--- src/rtl/ddp_hs_pkg.sv ---
// Shared definitions for the DDP handshake elements: stage states,
// active-low handshake levels and the falling-edge event test.
package ddp_hs_pkg;

  typedef enum logic [1:0] {
    IDLE = 2'd0,
    FIRE = 2'd1,
    WAIT = 2'd2,
    DONE = 2'd3
  } hs_state_e;

  localparam logic HS_IDLE   = 1'b1;
  localparam logic HS_ACTIVE = 1'b0;

  // A handshake event is a high-to-low transition between two samples.
  function automatic logic hs_event(input logic prev, input logic cur);
    return (prev == HS_IDLE) && (cur == HS_ACTIVE);
  endfunction

endpackage

--- src/rtl/cb_branch_if.sv ---
// Handshake bundle between the upstream stage, the branch element and
// the two downstream branches.
interface cb_branch_if;

  logic CB_Send_in;
  logic Br;
  logic CB_Ack_in_a;
  logic CB_Ack_in_b;
  logic CB_Ack_out;
  logic CB_Send_out_a;
  logic CB_Send_out_b;
  logic CB_CP;

  modport master (
    output CB_Send_in,
    output Br,
    output CB_Ack_in_a,
    output CB_Ack_in_b,
    input  CB_Ack_out,
    input  CB_Send_out_a,
    input  CB_Send_out_b,
    input  CB_CP
  );

  modport slave (
    input  CB_Send_in,
    input  Br,
    input  CB_Ack_in_a,
    input  CB_Ack_in_b,
    output CB_Ack_out,
    output CB_Send_out_a,
    output CB_Send_out_b,
    output CB_CP
  );

endinterface

--- src/rtl/c_stage.sv ---
// One-slot DDP pipeline stage: request edge -> capture + send pulse,
// wait for downstream ack, then acknowledge upstream.
module c_stage
  import ddp_hs_pkg::*;
(
  input  logic CLK,
  input  logic MR,
  input  logic Send_in,
  input  logic Ack_in,
  output logic Ack_out,
  output logic Send_out,
  output logic CP
);

  hs_state_e state;
  logic      send_prev;
  logic      ack_prev;
  logic      send_ev;
  logic      ack_ev;

  assign send_ev = hs_event(send_prev, Send_in);
  assign ack_ev  = hs_event(ack_prev, Ack_in);

  // Previous-sample registers reset high so a line held low at reset
  // release counts as an event on the first edge.
  always_ff @(posedge CLK or negedge MR) begin
    if (!MR) begin
      state     <= IDLE;
      send_prev <= HS_IDLE;
      ack_prev  <= HS_IDLE;
      Ack_out   <= HS_IDLE;
      Send_out  <= HS_IDLE;
      CP        <= 1'b0;
    end else begin
      send_prev <= Send_in;
      ack_prev  <= Ack_in;
      case (state)
        IDLE: begin
          if (send_ev) begin
            state    <= FIRE;
            CP       <= 1'b1;
            Send_out <= HS_ACTIVE;
          end
        end
        FIRE: begin
          state    <= WAIT;
          CP       <= 1'b0;
          Send_out <= HS_IDLE;
        end
        WAIT: begin
          if (ack_ev) begin
            state   <= DONE;
            Ack_out <= HS_ACTIVE;
          end
        end
        DONE: begin
          state   <= IDLE;
          Ack_out <= HS_IDLE;
        end
        default: state <= IDLE;
      endcase
    end
  end

endmodule

--- src/rtl/cb_branch.sv ---
// DDP branch element: one c_stage slot whose send pulse is steered to
// branch a or b by the select latched on the request edge.
module cb_branch
  import ddp_hs_pkg::*;
(
  input  logic        CLK,
  input  logic        MR,
  cb_branch_if.slave  bus
);

  logic sel;
  logic busy;
  logic send_prev;
  logic send_ev;
  logic stage_ack_in;
  logic stage_ack_out;
  logic stage_send_out;
  logic stage_cp;

  assign send_ev = hs_event(send_prev, bus.CB_Send_in);

  // Only the selected branch's ack reaches the slot; the slot itself
  // ignores ack transitions until it is waiting.
  assign stage_ack_in = sel ? bus.CB_Ack_in_b : bus.CB_Ack_in_a;

  c_stage u_stage (
    .CLK      (CLK),
    .MR       (MR),
    .Send_in  (bus.CB_Send_in),
    .Ack_in   (stage_ack_in),
    .Ack_out  (stage_ack_out),
    .Send_out (stage_send_out),
    .CP       (stage_cp)
  );

  // busy mirrors the slot being outside IDLE, so Br is only captured on
  // a request the slot actually accepts.
  always_ff @(posedge CLK or negedge MR) begin
    if (!MR) begin
      sel       <= 1'b0;
      busy      <= 1'b0;
      send_prev <= HS_IDLE;
    end else begin
      send_prev <= bus.CB_Send_in;
      if (!busy && send_ev) begin
        busy <= 1'b1;
        sel  <= bus.Br;
      end else if (busy && (stage_ack_out == HS_ACTIVE)) begin
        busy <= 1'b0;
      end
    end
  end

  assign bus.CB_CP         = stage_cp;
  assign bus.CB_Ack_out    = stage_ack_out;
  assign bus.CB_Send_out_a = sel ? HS_IDLE : stage_send_out;
  assign bus.CB_Send_out_b = sel ? stage_send_out : HS_IDLE;

endmodule

--- src/flat_wrapper.sv ---
// flat-port wrapper written by rule: the top's interface ports become plain ports
module cb_branch_flat import ddp_hs_pkg::*;
  (CLK, MR, bus_CB_Send_in, bus_Br, bus_CB_Ack_in_a, bus_CB_Ack_in_b, bus_CB_Ack_out, bus_CB_Send_out_a, bus_CB_Send_out_b, bus_CB_CP);
  cb_branch_if bus_i ();
  input  logic CLK;
  input  logic MR;
  input wire logic [$bits(bus_i.CB_Send_in)-1:0] bus_CB_Send_in;
  input wire logic [$bits(bus_i.Br)-1:0] bus_Br;
  input wire logic [$bits(bus_i.CB_Ack_in_a)-1:0] bus_CB_Ack_in_a;
  input wire logic [$bits(bus_i.CB_Ack_in_b)-1:0] bus_CB_Ack_in_b;
  output wire logic [$bits(bus_i.CB_Ack_out)-1:0] bus_CB_Ack_out;
  output wire logic [$bits(bus_i.CB_Send_out_a)-1:0] bus_CB_Send_out_a;
  output wire logic [$bits(bus_i.CB_Send_out_b)-1:0] bus_CB_Send_out_b;
  output wire logic [$bits(bus_i.CB_CP)-1:0] bus_CB_CP;
  assign bus_i.CB_Send_in = bus_CB_Send_in;
  assign bus_i.Br = bus_Br;
  assign bus_i.CB_Ack_in_a = bus_CB_Ack_in_a;
  assign bus_i.CB_Ack_in_b = bus_CB_Ack_in_b;
  assign bus_CB_Ack_out = bus_i.CB_Ack_out;
  assign bus_CB_Send_out_a = bus_i.CB_Send_out_a;
  assign bus_CB_Send_out_b = bus_i.CB_Send_out_b;
  assign bus_CB_CP = bus_i.CB_CP;
  cb_branch u_core (.CLK(CLK), .MR(MR), .bus(bus_i));
endmodule
--- config.mk ---
export PLATFORM = sky130hd
export DESIGN_NAME = cb_branch_flat
export DESIGN_NICKNAME = d
export VERILOG_FILES = /design/src/rtl/ddp_hs_pkg.sv /design/src/rtl/cb_branch_if.sv /design/src/rtl/c_stage.sv /design/src/rtl/cb_branch.sv /design/src/flat_wrapper.sv
export SDC_FILE = /design/constraint.sdc
export NUM_CORES = 1
export LEC_CHECK = 0
export CORE_AREA = 3 3 40 42
export DETAILED_ROUTE_END_ITERATION = 16
export DIE_AREA = 0 0 43 45
export SYNTH_ARGS = -nofsm -noshare
export SYNTH_HDL_FRONTEND = slang
export SYNTH_SLANG_ARGS = --single-unit
--- constraint.sdc ---
create_clock -name CLK -period 1.6 [get_ports CLK]
set_clock_uncertainty 0.2 [all_clocks]
set_input_delay 0.32 -clock CLK [delete_from_list [all_inputs] [get_ports CLK]]
set_output_delay 0.32 -clock CLK [all_outputs]
set_load 0.005 [all_outputs]
* After elaboration in Yosys (flattened, before gate mapping)
Index checks and enable logic that the tools add are counted.
Word-level totals: register bits 9, output and inout port bits 4
Operators by class: equal/unequal tests 5, muxes and demuxes 14, bitwise gates (word level) 3, reductions and logical operators 12
Operators by type and width (count):
- two-way mux 1 bit | 8
- one-hot mux 2 bit (4 select lines) | 1
- one-hot mux 1 bit (2 select lines) | 3
- AND reduction 2 bit | 3
- nonzero test 2 bit | 3
- equality test 2 bit (second input constant) | 2
- logical AND 1 bit | 4
- two-way mux 2 bit | 2
- inverter 1 bit | 3
- equality test 2 x 1 -> 1 bit (second input constant) | 1
- logical NOT 2 bit | 1
- != test 2 x 1 -> 1 bit (second input constant) | 1
- != test 2 bit (second input constant) | 1
- logical NOT 1 bit | 1

* Logic depth before layout (Yosys ltp)
word-level depth 5, mapped depth 5

* Hierarchy
A second synthesis with hierarchy kept.
Unflattened totals: cells, all modules 40, area total of the unflattened synthesis 520.5 sq um
Modules (own cells, without submodules):
- c_stage | times used 1, cells each 31, area an instance 384.1 sq um, sequential area each 180.2 sq um
- cb_branch | times used 1, cells each 9, area an instance 136.4 sq um, sequential area each 76.3 sq um

* Least setup slack after synthesis
No wires, ideal clock.
path type register -> register, start register u_core.send_prev, end register u_core.sel, setup time 0.125 ns, arrival 1.119 ns, required time 1.275 ns, setup slack 0.156 ns, stages on the path, launching flop included 4, buffers on the path 0, clock period less this slack 1.444 ns, cells stage by stage dfstp_2 -> nand2b_1 -> nor2_1 -> mux2_2
Between the ends: word-level cells in the longest chain between the ends 2
RTL lines:
- start, declared | line cb_branch.sv:13 | logic send_prev;
- start signal, assigned | line cb_branch.sv:44 | send_prev <= bus.CB_Send_in;
- logical AND 1 bit | line ddp_hs_pkg.sv:17 | return (prev == HS_IDLE) && (cur == HS_ACTIVE);
- logical AND 1 bit | line cb_branch.sv:45 | if (!busy && send_ev) begin
- end signal, assigned | line cb_branch.sv:47 | sel <= bus.Br;
- end, declared | line cb_branch.sv:11 | logic sel;
No other way between the ends. A chain may end at the register's enable or synchronous reset.

* Worst setup path after layout
start register u_core.u_stage.Ack_out, end output bus_CB_Ack_out
RTL lines:
- start, declared | line c_stage.sv:10 | output logic Ack_out,
- start signal, assigned | line c_stage.sv:31 | Ack_out <= HS_IDLE;
- start signal, assigned | line c_stage.sv:53 | Ack_out <= HS_ACTIVE;
- start signal, assigned | line c_stage.sv:58 | Ack_out <= HS_IDLE;
- end, declared | line flat_wrapper.sv:11 | output wire logic [$bits(bus_i.CB_Ack_out)-1:0] bus_CB_Ack_out;
No word-level cell between the ends.

==> results.cfg <==
[status]
status = finished, final reports clean

[timing]
setup_viol = 0
min_period_ns = 1.56
slew_headroom_pct = 71.7
finalHoldViolations = 0
tightest_slew_ns = 0.424
setup_slack_ns = 0.0422
fin_crit_sh_pct = 97.4
hold_slack_ns = 0.158
max_freq_mhz = 642
grt_setup_unrepaired = no
slew_violations = 0

[floorplanning]
fp.dieArea_um2 = 1940
core_um2 = 1280
die_w_um = 43
io_pins = 10
initial_core_util_pct = 38.0
core.rowCount = 13
die_y_um = 45

[power_and_ir_drop]
power.density_nw_per_um2 = 1860
pwr-share-comb_pct = 49.4
leakagePower_nw = 0.318
p_sw_share_pct = 35.7
power.share.clock_pct = 14.9
power.internal_mw = 0.787
power_frac_seq_pct = 35.7
p_switching_mw = 0.436
power_mw = 1.22
vdd_ir_drop_max_mv = 0.934

[placement]
placed_cells = 72
dp_hpwl_um = 723
pre_cts_slack_ns = -0.128
routabilityCongestion = 0.743
port-buffer-count = 9

[clock_tree]
cts_tree = yes
clk_latency_ns = 0.26
cts_buffers = 3
numClockSinks = 9
cts-root-buf = clkbuf_4
htreeDepth = 1
ctsHoldBuffers = 0
clk_path_buf_depth = 2
path_clk_slew_ns = 0.07

[yosys]
synth_fp_nets = 54
synth_area_leaders = dfrtp_1 (26%), dfstp_2 (22%), ha_1 (10%)
syn-instance-count = 44
synth_area_leader_cell = dfrtp_1
ys_ff_latch = 9
synth_edf_count = 0
synthArstFlopShare_pct = 100
syn_area_per_cell_um2 = 11.1
yosysSeqAreaShare_pct = 47.2
ys.flop_type = dfrtp_1
synth-warning-count = 0
yosys.area.top_type_share_pct = 25.6
yosys.cell_types.count = 25
netlist_area_um2 = 488

[critical_path]
crit_path_start_kind = register
worstPathCellList = dlygate4sd2_1
cp.required_ns = 1.08
cp_top_family = flip-flops
worstSetupEndpointType = output port
path_buf_inv = 1
max_stage_delay_ns = 0.53
arrival_ns = 1.04
cpMaxStageDelayCell = dfstp_2
path_class = reg -> out
crit_path_max_fanout = 2

[finish]
drive_gt1_share_pct = 37.1
num_antenna_cells = 0
synthToLayoutAreaGrowth_pct = 34.6
fin_nets = 73
fin_cells = 77

[run]
cap_violations = 0

[global_route]
grt_pass1_vias = 385
globalRouteMet2Util_pct = 18.9
grt.met1_usage_pct = 14.6
grt_max_degree = 10
antenna_found_initial = 0
grt_pass1_wl_um = 1610
overflow = 0
grt_use_total_pct = 11.6
grt_use_met3_pct = 3.98
grt_busiest_layer = met2

[drt]
vias_per_cell = 4.82
drt_iter0_markers = 3
routed_wl_um = 963
detail_route.wl_per_cell_um = 12.5
final_antenna_net_count = 0
drc = 0
firstDrtPassIters = 2
vias = 371

[hold_path]
holdCritPathClass = in -> async
## sequential cells by signal (all words and copies together) (netlist names)
signal                   count
u_core.send_prev             1
u_core.busy                  1
u_core.u_stage.CP            1
u_core.u_stage.state         2
u_core.sel                   1
u_core.u_stage.Send_out      1
u_core.u_stage.ack_prev      1
u_core.u_stage.Ack_out       1
## worst paths after layout
kind                                                  endpoint  slack [ns]                                from  depth (start not counted)
max                                             bus_CB_Ack_out        0.04  u_core.u_stage.Ack_out$_DFFE_PN1P_                          1
min                                     u_core.sel$_DFFE_PN0P_        0.16                                  MR                          1
max reg2reg                u_core.u_stage.state[0]$_DFFE_PN0P_        0.09              u_core.sel$_DFFE_PN0P_                          5
min reg2reg                            u_core.busy$_DFFE_PN0P_        0.28             u_core.busy$_DFFE_PN0P_                          1
max in group asynchronous  u_core.u_stage.Send_out$_DFFE_PN1P_        0.72                                  MR                          1
min in group CLK                       u_core.busy$_DFFE_PN0P_        0.28             u_core.busy$_DFFE_PN0P_                          1
## cells in the mapped netlist, types with 2 or more instances
cell type,number
ha_1,4
dfstp_2,4
dfrtp_1,5
nor2_1,3
inv_1,5
nand2_1,3
mux2i_1,2
## worst reg2reg max path, delay by kind of cell (launching register included)
kind                   cells  cell delay (ns)
buffers and inverters      2             0.22
multiplexers               1             0.22
AO/OA/AOI/OAI              2             0.39
flip-flops                 1             0.39
## per-stage QoR
step / instance area [um2] / setup TNS, ns / utilization [%]
detailed placement: 627 / -0.601 / 48.8
global placement: 627 / -0.562 / 48.8
finish: 657 / 0 / 51.1
global route: 657 / 0 / 51.1
floorplan: 488 / 0 / -
CTS: 653 / -0.0721 / 50.8
## kinds of logic after synthesis
group / share of synthesized area [%]
AND/OR/NAND/NOR: 11.5
AO/OA/AOI/OAI: 17.2
flip-flops: 47.2
buffers and inverters: 4.62
multiplexers: 9.23
adder cells (fa/ha/maj): 10.3
## power groups by stage
stage / combinational [mW] / sequential, mW / clock (mW)
after floorplan: 0.374 / 0.432 / 0
after global placement: 0.604 / 0.441 / 0
after detailed placement: 0.598 / 0.446 / 0
after CTS: 0.599 / 0.434 / 0.184
after global routing: 0.673 / 0.454 / 0.195
final: 0.604 / 0.436 / 0.182
## final cells by class
| type | instances | area (um2) |
|---|---|---|
| clock buffers | 4 | 26.3 |
| fillers | 121 | 628 |
| inverters | 6 | 22.5 |
| multi-input cells | 29 | 243 |
| flip-flops and latches | 9 | 231 |
| well taps | 15 | 18.8 |
| repair buffers | 14 | 115 |
## metal layers
metal | wire length [um] | vias up | share of wire, %
li1 | - | 191 | -
met1 | 465 | 169 | 48
met5 | 0 | - | 0
met3 | 44 | 2 | 4.6
met4 | 16 | 0 | 1.7
met2 | 437 | 9 | 45
## cells in the final DEF (no fill, tap or decap), drive strengths merged
master | Yosys | routed
dfrtp | 5 | 5
clkdlybuf4s50 | 0 | 5
a311oi | 1 | 1
dfstp | 4 | 4
o2bb2ai | 1 | 1
o221ai | 1 | 1
nand2b | 1 | 1
nor2 | 3 | 3
o21ai | 1 | 1
nor2b | 1 | 1
mux2i | 3 | 3
a21oi | 1 | 1
a21o | 1 | 1
inv | 6 | 6
a31oi | 1 | 1
dlygate4sd2 | 0 | 2
mux2 | 1 | 1
o211a | 1 | 1
o22a | 1 | 1
a31o | 1 | 1
ha | 4 | 4
nand2 | 3 | 3
buf | 0 | 6
or2b | 1 | 1
or2 | 1 | 1
nand3b | 1 | 1
clkbuf | 0 | 5
## repair_timing
item | in CTS | in global routing
pin swaps | 0 | 0
buffers inserted | 1 | 0
endpoints found under the setup margin | 4 | 3
gates cloned | 0 | 0
hold endpoints to repair | 0 | 0
resized for setup | 8 | 6
Note: power is estimated with default switching activity, not from simulation.
